### config.mk
export PLATFORM = sky130hd
export DESIGN_NAME = uart_tx_fifo_flat
export DESIGN_NICKNAME = d
export VERILOG_FILES = /design/src/rtl/uart_tx_fifo_if.sv /design/src/rtl/uart_tx_fifo.sv /design/src/flat_wrapper.sv
export SDC_FILE = /design/constraint.sdc
export NUM_CORES = 1
export LEC_CHECK = 0
export ABC_AREA = 1
export BUFFER_PORTS_ARGS = -buffer_cell sky130_fd_sc_hd__buf_2
export CAP_MARGIN = 15
export CORE_UTILIZATION = 45
export DETAILED_ROUTE_END_ITERATION = 10
export PLACE_DENSITY = 0.61
export SKIP_LAST_GASP = 1
export SYNTH_ARGS = -nofsm -noshare
export SYNTH_HDL_FRONTEND = slang
export SYNTH_SLANG_ARGS = --single-unit
### constraint.sdc
create_clock -name clk -period 2.74 [get_ports clk]
set_input_delay 0.548 -clock clk [delete_from_list [all_inputs] [get_ports clk]]
set_output_delay 0.548 -clock clk [all_outputs]
set_load 0.01 [all_outputs]
### src/rtl/uart_tx_fifo_if.sv
// Producer/transmitter-facing signals of uart_tx_fifo; slave is the buffer's view,
// master is the view of whatever drives pushes and the transmitter's busy line.
interface uart_tx_fifo_if #(
  parameter int DEPTH = 16
) ();
  localparam int CW = $clog2(DEPTH) + 1;

  logic          wr_en;
  logic [7:0]    wr_data;
  logic          full;
  logic          almost_full;
  logic          empty;
  logic [CW-1:0] count;
  logic          overflow;
  logic          clr_overflow;
  logic          all_sent;
  logic          tx_start;
  logic [7:0]    tx_data;
  logic          tx_busy;

  modport slave (
    input  wr_en, wr_data, clr_overflow, tx_busy,
    output full, almost_full, empty, count, overflow, all_sent, tx_start, tx_data
  );

  modport master (
    output wr_en, wr_data, clr_overflow, tx_busy,
    input  full, almost_full, empty, count, overflow, all_sent, tx_start, tx_data
  );
endinterface

### src/rtl/uart_tx_fifo.sv
// Byte FIFO feeding a UART transmitter: push to tx_start is 2 edges, one launch per busy cycle.
// Pushes while full are dropped and flagged (sticky overflow); the launcher waits on tx_busy.
module uart_tx_fifo #(
  parameter int DEPTH             = 16,
  parameter int ALMOST_FULL_LEVEL = 12
) (
  input  logic          clk,
  input  logic          rst_n,
  uart_tx_fifo_if.slave bus
);
  localparam int AW = $clog2(DEPTH);
  localparam int CW = AW + 1;

  typedef enum logic [1:0] {
    L_IDLE = 2'd0,
    L_ACK  = 2'd1,
    L_WAIT = 2'd2
  } state_e;

  logic [7:0]    mem_q [DEPTH];
  logic [AW-1:0] wr_ptr_q, wr_ptr_d;
  logic [AW-1:0] rd_ptr_q, rd_ptr_d;
  logic [CW-1:0] count_q, count_d;
  logic          overflow_q, overflow_d;
  logic          tx_start_q, tx_start_d;
  logic [7:0]    tx_data_q, tx_data_d;
  state_e        state_q, state_d;

  logic full, empty, push, drop, pop;

  // Full is taken from registered count, so a same-cycle pop never makes room for a push.
  always_comb begin
    full  = (count_q == CW'(DEPTH));
    empty = (count_q == '0);
    push  = bus.wr_en & ~full;
    drop  = bus.wr_en & full;
  end

  always_comb begin
    state_d = state_q;
    pop     = 1'b0;
    case (state_q)
      L_IDLE: begin
        if (!empty && !bus.tx_busy) begin
          pop     = 1'b1;
          state_d = L_ACK;
        end
      end
      L_ACK: begin
        if (bus.tx_busy) state_d = L_WAIT;
      end
      L_WAIT: begin
        if (!bus.tx_busy) state_d = L_IDLE;
      end
      default: state_d = L_IDLE;
    endcase
  end

  always_comb begin
    wr_ptr_d   = push ? wr_ptr_q + 1'b1 : wr_ptr_q;
    rd_ptr_d   = pop  ? rd_ptr_q + 1'b1 : rd_ptr_q;
    count_d    = count_q;
    case ({push, pop})
      2'b10:   count_d = count_q + 1'b1;
      2'b01:   count_d = count_q - 1'b1;
      default: count_d = count_q;
    endcase
    // A dropped push outranks a clear in the same cycle.
    overflow_d = drop ? 1'b1 : (bus.clr_overflow ? 1'b0 : overflow_q);
    tx_start_d = pop;
    tx_data_d  = pop ? mem_q[rd_ptr_q] : tx_data_q;
  end

  always_ff @(posedge clk or negedge rst_n) begin
    if (!rst_n) begin
      wr_ptr_q   <= '0;
      rd_ptr_q   <= '0;
      count_q    <= '0;
      overflow_q <= 1'b0;
      tx_start_q <= 1'b0;
      tx_data_q  <= 8'h00;
      state_q    <= L_IDLE;
    end else begin
      wr_ptr_q   <= wr_ptr_d;
      rd_ptr_q   <= rd_ptr_d;
      count_q    <= count_d;
      overflow_q <= overflow_d;
      tx_start_q <= tx_start_d;
      tx_data_q  <= tx_data_d;
      state_q    <= state_d;
    end
  end

  always_ff @(posedge clk) begin
    if (push) mem_q[wr_ptr_q] <= bus.wr_data;
  end

  assign bus.full        = full;
  assign bus.empty       = empty;
  assign bus.almost_full = (count_q >= CW'(ALMOST_FULL_LEVEL));
  assign bus.count       = count_q;
  assign bus.overflow    = overflow_q;
  assign bus.tx_start    = tx_start_q;
  assign bus.tx_data     = tx_data_q;
  assign bus.all_sent    = empty & (state_q == L_IDLE) & ~bus.tx_busy;
endmodule

### src/flat_wrapper.sv
// flat-port wrapper written by rule: the top's interface ports become plain ports
module uart_tx_fifo_flat 
#(
  parameter int DEPTH             = 16,
  parameter int ALMOST_FULL_LEVEL = 12
)
  (clk, rst_n, bus_wr_en, bus_wr_data, bus_clr_overflow, bus_tx_busy, bus_full, bus_almost_full, bus_empty, bus_count, bus_overflow, bus_all_sent, bus_tx_start, bus_tx_data);
  uart_tx_fifo_if #(.DEPTH(DEPTH)) bus_i ();
  input  logic clk;
  input  logic rst_n;
  input wire logic [$bits(bus_i.wr_en)-1:0] bus_wr_en;
  input wire logic [$bits(bus_i.wr_data)-1:0] bus_wr_data;
  input wire logic [$bits(bus_i.clr_overflow)-1:0] bus_clr_overflow;
  input wire logic [$bits(bus_i.tx_busy)-1:0] bus_tx_busy;
  output wire logic [$bits(bus_i.full)-1:0] bus_full;
  output wire logic [$bits(bus_i.almost_full)-1:0] bus_almost_full;
  output wire logic [$bits(bus_i.empty)-1:0] bus_empty;
  output wire logic [$bits(bus_i.count)-1:0] bus_count;
  output wire logic [$bits(bus_i.overflow)-1:0] bus_overflow;
  output wire logic [$bits(bus_i.all_sent)-1:0] bus_all_sent;
  output wire logic [$bits(bus_i.tx_start)-1:0] bus_tx_start;
  output wire logic [$bits(bus_i.tx_data)-1:0] bus_tx_data;
  assign bus_i.wr_en = bus_wr_en;
  assign bus_i.wr_data = bus_wr_data;
  assign bus_i.clr_overflow = bus_clr_overflow;
  assign bus_i.tx_busy = bus_tx_busy;
  assign bus_full = bus_i.full;
  assign bus_almost_full = bus_i.almost_full;
  assign bus_empty = bus_i.empty;
  assign bus_count = bus_i.count;
  assign bus_overflow = bus_i.overflow;
  assign bus_all_sent = bus_i.all_sent;
  assign bus_tx_start = bus_i.tx_start;
  assign bus_tx_data = bus_i.tx_data;
  uart_tx_fifo #(.DEPTH(DEPTH), .ALMOST_FULL_LEVEL(ALMOST_FULL_LEVEL)) u_core (.clk(clk), .rst_n(rst_n), .bus(bus_i));
endmodule
# == After elaboration in Yosys (flattened, before gate mapping) ==
# Memories as Yosys holds them, arrays and structs flattened. A register that Yosys moved wholly into a read port is not among the register bits.
# Cells that the tools add are included.
# Widths: inputs -> output; s select.
# classes
n_addsub,4
magnitude_cmp,1
n_eq_ne,8
mux,11
bitwise_logic,6
n_reduce_logical,9
# ops
cell,count
$pmux 5 s2,1
$add 4x1->4 const B,2
$mux 1,6
$mux 2,3
$pmux 2 s3,1
$add 5x1->5 const B,1
$eq 5x5->1 const B,1
$ge 5x4->1 const B,1
$logic_not 5->1,1
$sub 5x1->5 const B,1
$and 1x1->1,4
$eq 2x1->1 const B,2
$eq 2x2->1 const B,2
$ne 2x2->1 const B,2
$reduce_bool 2->1,2
$logic_not 1->1,3
$reduce_and 3->1,1
$logic_not 2->1,1
$ne 2x1->1 const B,1
$not 1->1,2
$logic_and 1x1->1,1
# word_totals
reg_bits,17
ramBits,128
input_bits,13
output_inout_bits,19
word_cells,46
n_memories,1
# mem_list
memory,depth,width,rd,rd_ports_with_merged_regs,wr,line,text
u_core.mem_q,16,8,1,1,1,uart_tx_fifo.sv:20,logic [7:0] mem_q [DEPTH];

# == Logic depth before layout (Yosys ltp) ==
# Gate-level depths: netlist of the first run.
# depth
depth_word,7
ltp_mapped,17
depth_no_buf,16

# == Least setup slack after synthesis of the first run ==
# Ideal clock, no wire load.
# synth_timing
kind,register to register
start,register u_core.count_q[1] (netlist: u_core.bus.count[1])
end,register u_core.count_q[4] (netlist: u_core.bus.count[4])
setup_time_ns,0.117
arrival_time_ns,2.128
t_required_ns,2.623
setup_slack_ns,0.496
stages_incl_launch_ff,18
n_path_buf,1
period_less_slack_ns,2.244
path_cell_list,dfrtp_1 nor2_1 nand3_1 inv_1 nand2_1 nand2_1 inv_1 buf_2 ha_1 xor2_1 ha_1 inv_1 nand2_1 nand3_1 nand2_1 xor2_1 nand2_1 nand2_1
# synth_via
elab_chain_len,7
elab_cells_between_ends,14
classes_between,2 x add/sub; 3 x eq/ne; 3 x mux; 2 x bitwise; 4 x reduce/logical
# synth_lines
element,line,text
"start, declared",uart_tx_fifo.sv:23,"logic [CW-1:0] count_q, count_d;"
"start signal, assigned",uart_tx_fifo.sv:86,count_q <= count_d;
$logic_not 5->1 *,uart_tx_fifo.sv:34,empty = (count_q == '0);
$logic_not 1->1 *,uart_tx_fifo.sv:44,if (!empty && !bus.tx_busy) begin
$logic_and 1x1->1 *,uart_tx_fifo.sv:44,
$mux 1 *,uart_tx_fifo.sv:44,
$mux 1 *,uart_tx_fifo.sv:42,case (state_q)
named net u_core.pop,uart_tx_fifo.sv:29,"logic full, empty, push, drop, pop;"
$eq 2x1->1 / $eq 2x2->1 (equally long branches),uart_tx_fifo.sv:63,"case ({push, pop})"
$pmux 5 s2 / $reduce_bool 2->1 (equally long branches),-,
# The timed path passes the listed nets; every way through them passes the cells marked *.
# A chain may end at the register's enable or synchronous reset.

# == Worst setup path in the final report of the first run ==
# layout_timing
start,register u_core.count_q[1] (netlist: u_core.bus.count[1])
end,register u_core.count_q[4] (netlist: u_core.bus.count[4])
# layout_via
elab_chain_len,7
elab_cells_between_ends,14
classes_between,2 x add/sub; 3 x eq/ne; 3 x mux; 2 x bitwise; 4 x reduce/logical
# layout_lines
element,line
$logic_not 5->1,uart_tx_fifo.sv:34
$logic_not 1->1,uart_tx_fifo.sv:44
$logic_and 1x1->1,uart_tx_fifo.sv:44
$mux 1,uart_tx_fifo.sv:44
$mux 1,uart_tx_fifo.sv:42
$eq 2x1->1 / $eq 2x2->1 (equally long branches),uart_tx_fifo.sv:63
$pmux 5 s2 / $reduce_bool 2->1 (equally long branches),-
# Several ways; a longest one is shown, not always the timed one.

==> flow_metrics.py, run 1 <==
metrics = {
    "timing": {
        "fin_crit_sh": 0.8138,
        "worstMarginPinSlew_ns": 0.7357,
        "fin_skew_ns": 0.01026,
        "fin_setup_tns_ns": 0,
        "finalHoldViolations": 0,
        "rsz0062_at_grt": "no",
        "finalSetupViolations": 0,
        "drv_slew": 0,
        "fmax_mhz": 448.4,
        "slew_headroom": 0.5077,
        "min_period_ns": 2.230,
    },
    "place": {
        "port_buffers": 31,
        "post-dp-hpwl_um": 9675,
        "place.gp.congestion": 0.8514,
    },
    "routing": {
        "drc": 0,
        "vias_per_cell": 4.911,
        "drt-wirelength-per-cell_um": 16.35,
        "first_iter_violations": 377,
        "postRouteAntennaNets": 0,
        "drt_wl_total_um": 15100,
        "drt_pass1_iterations": 4,
        "num_vias": 4538,
    },
    "die": {
        "start_util": 0.4663,
        "ios": 32,
        "fp.coreArea_mm2": 0.01470,
        "rows": 44,
        "fp.dieH_um": 125.4,
        "die_area_mm2": 0.01573,
        "dieWidth_um": 125.4,
    },
    "grt": {
        "grt_pass1_wl_um": 24700,
        "grt_usage": 0.2122,
        "grt_pass1_vias": 4578,
        "grt_busiest_layer": "met2",
        "grt_antenna_before_repair": 0,
        "grt_util_met1": 0.2842,
        "grt_overflow_total": 0,
        "grt_max_degree": 67,
        "grt_use_met3": 0.04964,
        "gr-usage-met2": 0.3336,
    },
    "critical_path": {
        "rrSetupSlack_ns": 0.51,
        "end_kind": "register",
        "cp.arrival_ns": 2.60,
        "cpPeakStageDelay_ns": 0.43,
        "reg2regPathDepth": 16,
        "crit_chain": "nor2_1 -> nand3_1 -> inv_1 -> nand2_1 -> nand2_1 -> inv_1 -> ha_1 -> xor2_1 -> ha_1 -> inv_1 -> nand2_1 -> nand3_1 -> nand2_1 -> xor2_1 -> nand2_1 -> nand2_1",
        "start_kind": "register",
        "r2r-start": "u_core.bus.count[1]",
        "cpMostUsedCell": "nand2_1",
        "critical_path_class": "reg2reg",
        "critPathMaxFanout": 5,
        "cp.required_ns": 3.11,
        "worst_path_max_delay_cell": "dfrtp_1",
        "r2r-end": "u_core.bus.count[4]",
    },
    "finish": {
        "drive_gt1_frac": 0.1176,
        "fill_cells": 1288,
        "diodes": 0,
        "mostFrequentLayoutCells": "nand2_1 (223), edfxtp_1 (128), inv_1 (121)",
        "post-route-util": 0.5363,
        "final_common_cell": "nand2_1",
        "fin_nets": 750,
        "syn2layout_area_growth_pct": 15.01,
        "multiInputGateArea_mm2": 0.001729,
        "regArea_mm2": 0.004471,
    },
    "logic_synthesis": {
        "yosys.area.top_type": "edfxtp_1",
        "mappedNetlistArea_mm2": 0.006854,
        "ys_types": 23,
        "yosys.area.top_type_share": 0.5608,
        "synth_area_leaders": "edfxtp_1 (56%), nand2_1 (12%), dfrtp_1 (9.1%), nand3_1 (7.5%), inv_1 (6.6%)",
        "syn_inst": 685,
        "syn_nets": 707,
        "ys_ff_latch": 153,
        "syn_area_per_cell_um2": 10.01,
        "synth_warnings": 0,
        "seq_area_frac_synth": 0.6521,
    },
    "clock_network": {
        "htreeDepth": 4,
        "cts_sinks": 153,
        "clk-insertion-delay-late_ns": 0.43,
        "cts_buffer_depth": 2,
        "numCtsBuffers": 17,
        "post-cts-setup-buffers": 0,
        "cts_resized": 0,
        "cts_tree": "yes",
        "clk_pin_slew_ns": 0.06,
        "ctsHoldBuffers": 0,
        "root_buffer": "clkbuf_16",
    },
    "pwr": {
        "p_leak_nw": 3.591,
        "vdd_drop_max_mv": 0.9281,
        "powerDensity_mw_per_mm2": 1069,
    },
    "min_path": {
        "hold_class": "in2async",
    },
    "outcome": {
        "outcome": "completed",
    },
    "job": {
        "cap_violations": 0,
    },
}
==> kinds of logic (layout without fill, tap and decap cells) <==
family | Yosys count | after routing | share of synthesized area
simple gates | 348 | 348 | 0.2125
flops | 153 | 153 | 0.6521
buf+inv | 152 | 207 | 0.09565
compound gates | 13 | 13 | 0.01059
xor+xnor | 10 | 10 | 0.01278
fa+ha+maj | 9 | 9 | 0.01643
==> worst max-delay path: cells and delay by family (launching register included) <==
kind | cells | cell delay (ns)
xor gates and xnor gates | 2 | 0.40
and+or+nand+nor | 9 | 0.73
DFF | 1 | 0.43
adders and majority gates | 2 | 0.45
buffers and inverters | 3 | 0.16
==> worst max path at each step <==
stage / startpoint / to / slack, ns
final: u_core.bus.count[1] / u_core.bus.count[4] / 0.51
after detailed placement: bus_tx_busy / u_core.bus.count[4] / 0.52
after CTS: u_core.bus.count[1] / u_core.bus.count[4] / 0.52
after global placement: u_core.bus.count[1] / u_core.bus.count[4] / 0.59
after global routing: u_core.bus.count[2] / u_core.bus.count[4] / 0.23
after floorplan: u_core.bus.count[1] / u_core.bus.count[4] / 0.50
==> flip-flops by register name, summed over array words and instances, names as in the netlist <==
register,cells
u_core.mem_q,128
u_core.bus.tx_data,8
u_core.bus.count,5
u_core.rd_ptr_q,4
u_core.wr_ptr_q,4
u_core.state_q,2
u_core.bus.overflow,1
u_core.bus.tx_start,1
==> area by class of cell <==
cell class                 instances  area share
sequential                       153      0.5671
multi-input combinational        380      0.2194
inverter                         124     0.05905
clock buffer                      19     0.05746
timing repair buffer              52     0.04286
tap                              184     0.02921
clock inverter                    12     0.02492
==> metal layers <==
metal / vias up / share of wire
met1: 2153 / 0.45
met5: - / 0
li1: 2270 / -
met3: 16 / 0.054
met4: 0 / 0.017
met2: 99 / 0.48
==> synth_stat cells <==
master / number
a21oi_1: 2
o21ai_0: 7
o21bai_1: 1
dfrtp_1: 25
o21ai_1: 1
nor2_1: 7
nand2_1: 223
nand3_1: 103
inv_2: 1
a21boi_0: 1
clkbuf_1: 3
xor2_1: 9
buf_2: 11
buf_6: 5
xnor2_1: 1
buf_4: 9
clkinv_1: 2
nand2_2: 2
nor3_1: 13
ha_1: 9
o31ai_1: 1
inv_1: 121
edfxtp_1: 128
==> power breakdown <==
group | switching [W] | internal, W
Clock | 0.000908 | 0.00166
Combinational | 0.00189 | 0.000901
Sequential | 0.000182 | 0.00289
Total | 0.00298 | 0.00544
==> through the flow <==
step	power [W]	cells	hold slack [ns]	instance area (µm²)	worst slack [ns]
floorplan	0.005106	685	0.2524	6854	0.4957
global placement	0.005847	893	0.4478	7233	0.5898
detailed placement	0.005919	893	0.4623	7233	0.5200
CTS	0.008490	924	0.1337	7883	0.5197
global route	0.008990	924	0.1680	7883	0.2309
finish	0.008423	924	0.1258	7883	0.5101
No activity file was read; power rests on OpenSTA's default activity.
==> inputs of run 2 (changes only) <==
--- a/config.mk
+++ b/config.mk
@@ -5,12 +5,12 @@
 export SDC_FILE = /design/constraint.sdc
 export NUM_CORES = 1
 export LEC_CHECK = 0
-export ABC_AREA = 1
+export ABC_AREA = 0
 export BUFFER_PORTS_ARGS = -buffer_cell sky130_fd_sc_hd__buf_2
 export CAP_MARGIN = 15
 export CORE_UTILIZATION = 45
 export DETAILED_ROUTE_END_ITERATION = 10
-export PLACE_DENSITY = 0.61
+export PLACE_DENSITY = 0.64
 export SKIP_LAST_GASP = 1
 export SYNTH_ARGS = -nofsm -noshare
 export SYNTH_HDL_FRONTEND = slang
==> constraint.sdc (replaced) <==
create_clock -name clk -period 1.98 [get_ports clk]
set_input_delay 0.396 -clock clk [delete_from_list [all_inputs] [get_ports clk]]
set_output_delay 0.396 -clock clk [all_outputs]
set_load 0.01 [all_outputs]
==> run 2 against run 1 <==
Effect of this change:
- largest power group unchanged
- sequential power grew 40%
- combinational power grew 44%
- total power grew 38%
- critical path type unchanged
- non-clock buffer count grew 44
- the run now ends with negative setup slack left
- hold slack gained 0.11 ns
- count of clock-buffer cells in the layout grew 5
- sequential share of layout area shrank 0.98 points
==> flow_metrics.py, run 2 <==
metrics = {
    "logic_synthesis": {
        "yosys.area_share.simple": 0.04473,
        "yosys.area.top_type": "edfxtp_1",
        "synth_area_leaders": "edfxtp_1 (61%), dfrtp_1 (10%), mux4_2 (8.3%), mux4_1 (3.8%), ha_1 (1.8%)",
        "ys.flop_type": "edfxtp_1",
        "syn_inst": 337,
        "synth_compound_area_frac": 0.04553,
        "synth_edf_count": 128,
        "async_flop_share": 0.1634,
        "synth.most_common_cell": "edfxtp_1",
        "seq_area_frac_synth": 0.7133,
        "yosys.area.top_type_share": 0.6134,
        "synth_xor_xnor_area_share": 0.01677,
        "synthMuxAreaShare": 0.1350,
        "ys_types": 40,
        "synth_warnings": 0,
        "synth_common_cells": "edfxtp_1 (128), dfrtp_1 (25), mux4_2 (23)",
        "synthAdderAreaFrac": 0.01797,
        "mappedNetlistArea_mm2": 0.006266,
        "syn_area_per_cell_um2": 18.59,
        "synth_top_family_by_area": "multiplexers",
        "ys_ff_latch": 153,
        "syn_nets": 359,
    },
    "grt": {
        "grt_usage": 0.1919,
        "grt_pass1_wl_um": 19240,
        "grt_pass1_vias": 3447,
        "grt_antenna_before_repair": 0,
        "grt_max_degree": 35,
        "grt_overflow_total": 0,
    },
    "routing": {
        "first_iter_violations": 263,
        "vias_per_cell": 5.461,
        "drt_pass1_iterations": 4,
        "postRouteAntennaNets": 0,
        "drc": 0,
        "drt_wl_total_um": 12820,
        "drt-wirelength-per-cell_um": 20.64,
        "num_vias": 3391,
    },
    "die": {
        "dieWidth_um": 120,
        "rows": 42,
        "fp.dieH_um": 120,
        "ios": 32,
        "fp.coreArea_mm2": 0.01340,
        "start_util": 0.4676,
        "die_area_mm2": 0.01440,
    },
    "outcome": {
        "outcome": "complete, but fails checks",
        "violations": "negative setup slack",
    },
    "finish": {
        "fin_nets": 454,
        "syn2layout_area_growth_pct": 28.02,
        "fill_cells": 978,
        "top_register": "u_core.mem_q",
        "postLayoutCellArea_mm2": 0.008021,
        "diodes": 0,
        "final_common_cell": "edfxtp_1",
        "drive_gt1_frac": 0.4000,
        "mostFrequentLayoutCells": "edfxtp_1 (128), buf_4 (46), buf_2 (30)",
        "largest_reg_flops": 128,
    },
    "critical_path": {
        "critical_path_class": "reg2reg",
        "critPathMaxFanout": 3,
        "cp_top_family": "compound AO/OA/AOI/OAI gates",
        "cpPeakStageDelay_ns": 0.56,
        "crit_buf_inv": 1,
        "cp.required_ns": 2.28,
        "startpoint": "u_core.bus.count[1]",
        "r2r-start": "u_core.bus.count[1]",
        "crit_chain": "or4_4 -> o21ai_4 -> inv_4 -> ha_4 -> xor2_2 -> ha_4 -> o211a_1 -> o31ai_1 -> a31oi_1 -> xnor2_1",
        "cpMostUsedCell": "ha_4",
        "cp.arrival_ns": 2.72,
        "worst_path_max_delay_cell": "or4_4",
        "start_kind": "register",
        "end_kind": "register",
    },
    "pwr": {
        "seq_power_share": 0.368,
        "switchingPower_w": 0.003429,
        "p_leak_nw": 2.927,
        "comb_power_share": 0.345,
        "swShare": 0.2942,
        "clkPwrFrac": 0.288,
        "total_power_w": 0.01165,
        "powerDensity_mw_per_mm2": 1453,
        "p_int_w": 0.008226,
        "vdd_drop_max_mv": 0.7440,
    },
    "clock_network": {
        "htreeDepth": 4,
        "clk-insertion-delay-late_ns": 0.42,
        "cts_sinks": 153,
        "numCtsBuffers": 17,
        "cts_tree": "yes",
        "clk_pin_slew_ns": 0.06,
        "root_buffer": "clkbuf_16",
        "cts_buffer_depth": 2,
    },
    "timing": {
        "min_period_ns": 2.423,
        "fin_skew_ns": 0.006878,
        "slew_headroom": 0.5910,
        "fin_ws_ns": -0.4426,
        "worstMarginPinSlew_ns": 0.6135,
        "whs_ns": 0.2351,
        "fmax_mhz": 412.8,
        "finalSetupViolations": 7,
        "fin_crit_sh": 1.224,
        "drv_slew": 0,
        "finalHoldViolations": 0,
        "rsz0062_at_grt": "yes",
    },
    "place": {
        "post-dp-hpwl_um": 8070,
        "place.gp.congestion": 0.7555,
        "port_buffers": 31,
        "placed_area_mm2": 0.006870,
    },
    "job": {
        "cap_violations": 0,
    },
    "min_path": {
        "holdCritStartpoint": "bus_wr_en",
        "hold_class": "in2reg",
    },
}
==> run 2: final timing paths <==
check,endpoint,slack (ns),depth (start not counted)
min reg2reg,u_core.state_q[0],0.48,1
min in group asynchronous,u_core.bus.count[2],0.53,2
max reg2reg,u_core.bus.count[4],-0.44,10
max in group asynchronous,u_core.rd_ptr_q[0],1.03,2
min,u_core.bus.overflow,0.24,2
max,u_core.bus.count[4],-0.44,10
==> run 2: cells by family (layout without fill, tap and decap cells) <==
family / after synthesis / in the layout
compound gates: 39 / 39
xor+xnor: 12 / 12
fa+ha+maj: 9 / 9
buf+inv: 27 / 135
flops: 153 / 153
mux: 41 / 41
simple gates: 56 / 56
==> run 2: final cells by class <==
class                           count  area [µm²]  area share
Inverter                            7       28.78    0.003588
Clock inverter                      8       141.4     0.01763
Timing Repair Buffer               96       819.5      0.1022
Sequential cell                   153        4471      0.5573
Tap cell                          176       220.2     0.02745
Clock buffer                       24       471.7     0.05881
Multi-Input combinational cell    157        1869      0.2330
==> run 2: power groups by stage <==
stage	sequential, W	clock [W]	combinational [W]
floorplan	0.00429	0	0.00235
detailed placement	0.00435	0	0.00341
CTS	0.00428	0.00339	0.00365
global placement	0.00433	0	0.00335
finish	0.00429	0.00335	0.00402
global route	0.00433	0.00354	0.00433
==> run 2: metal layers <==
| metal | part of all wire | wire length [µm] | track usage | vias to the layer above |
|---|---|---|---|---|
| met4 | 0.016 | 203 | 0.08438 | 0 |
| met1 | 0.41 | 5232 | 0.2317 | 1739 |
| met2 | 0.52 | 6655 | 0.3236 | 108 |
| met5 | 0 | 0 | 0 | - |
| li1 | - | - | - | 1525 |
| met3 | 0.056 | 724 | 0.05038 | 19 |
==> run 2: worst register-to-register path, stage by stage (launching register included) <==
cell and delay, ns:
dfrtp_1 0.38, or4_4 0.56, o21ai_4 0.17, inv_4 0.05, ha_4 0.17, xor2_2 0.19
ha_4 0.17, o211a_1 0.20, o31ai_1 0.20, a31oi_1 0.08, xnor2_1 0.13
==> run 2: repair_timing <==
item,4_1_cts,5_1_grt
endpoints found under the hold margin,25,0
endpoints found under the setup margin,135,69
pin swaps,8,12
gates resized for setup,31,16
setup buffers,10,22
hold buffers,1,0
==> run 2: per-stage QoR <==
stage	setup slack, ns	setup TNS, ns	instances	utilization
floorplan	-0.8320	-2.894	337	-
global placement	-0.4012	-17.07	557	0.5127
detailed placement	-0.4385	-24.72	557	0.5127
CTS	-0.4230	-1.922	600	0.5742
global route	-0.4975	-3.330	621	0.5986
finish	-0.4426	-2.065	621	0.5986
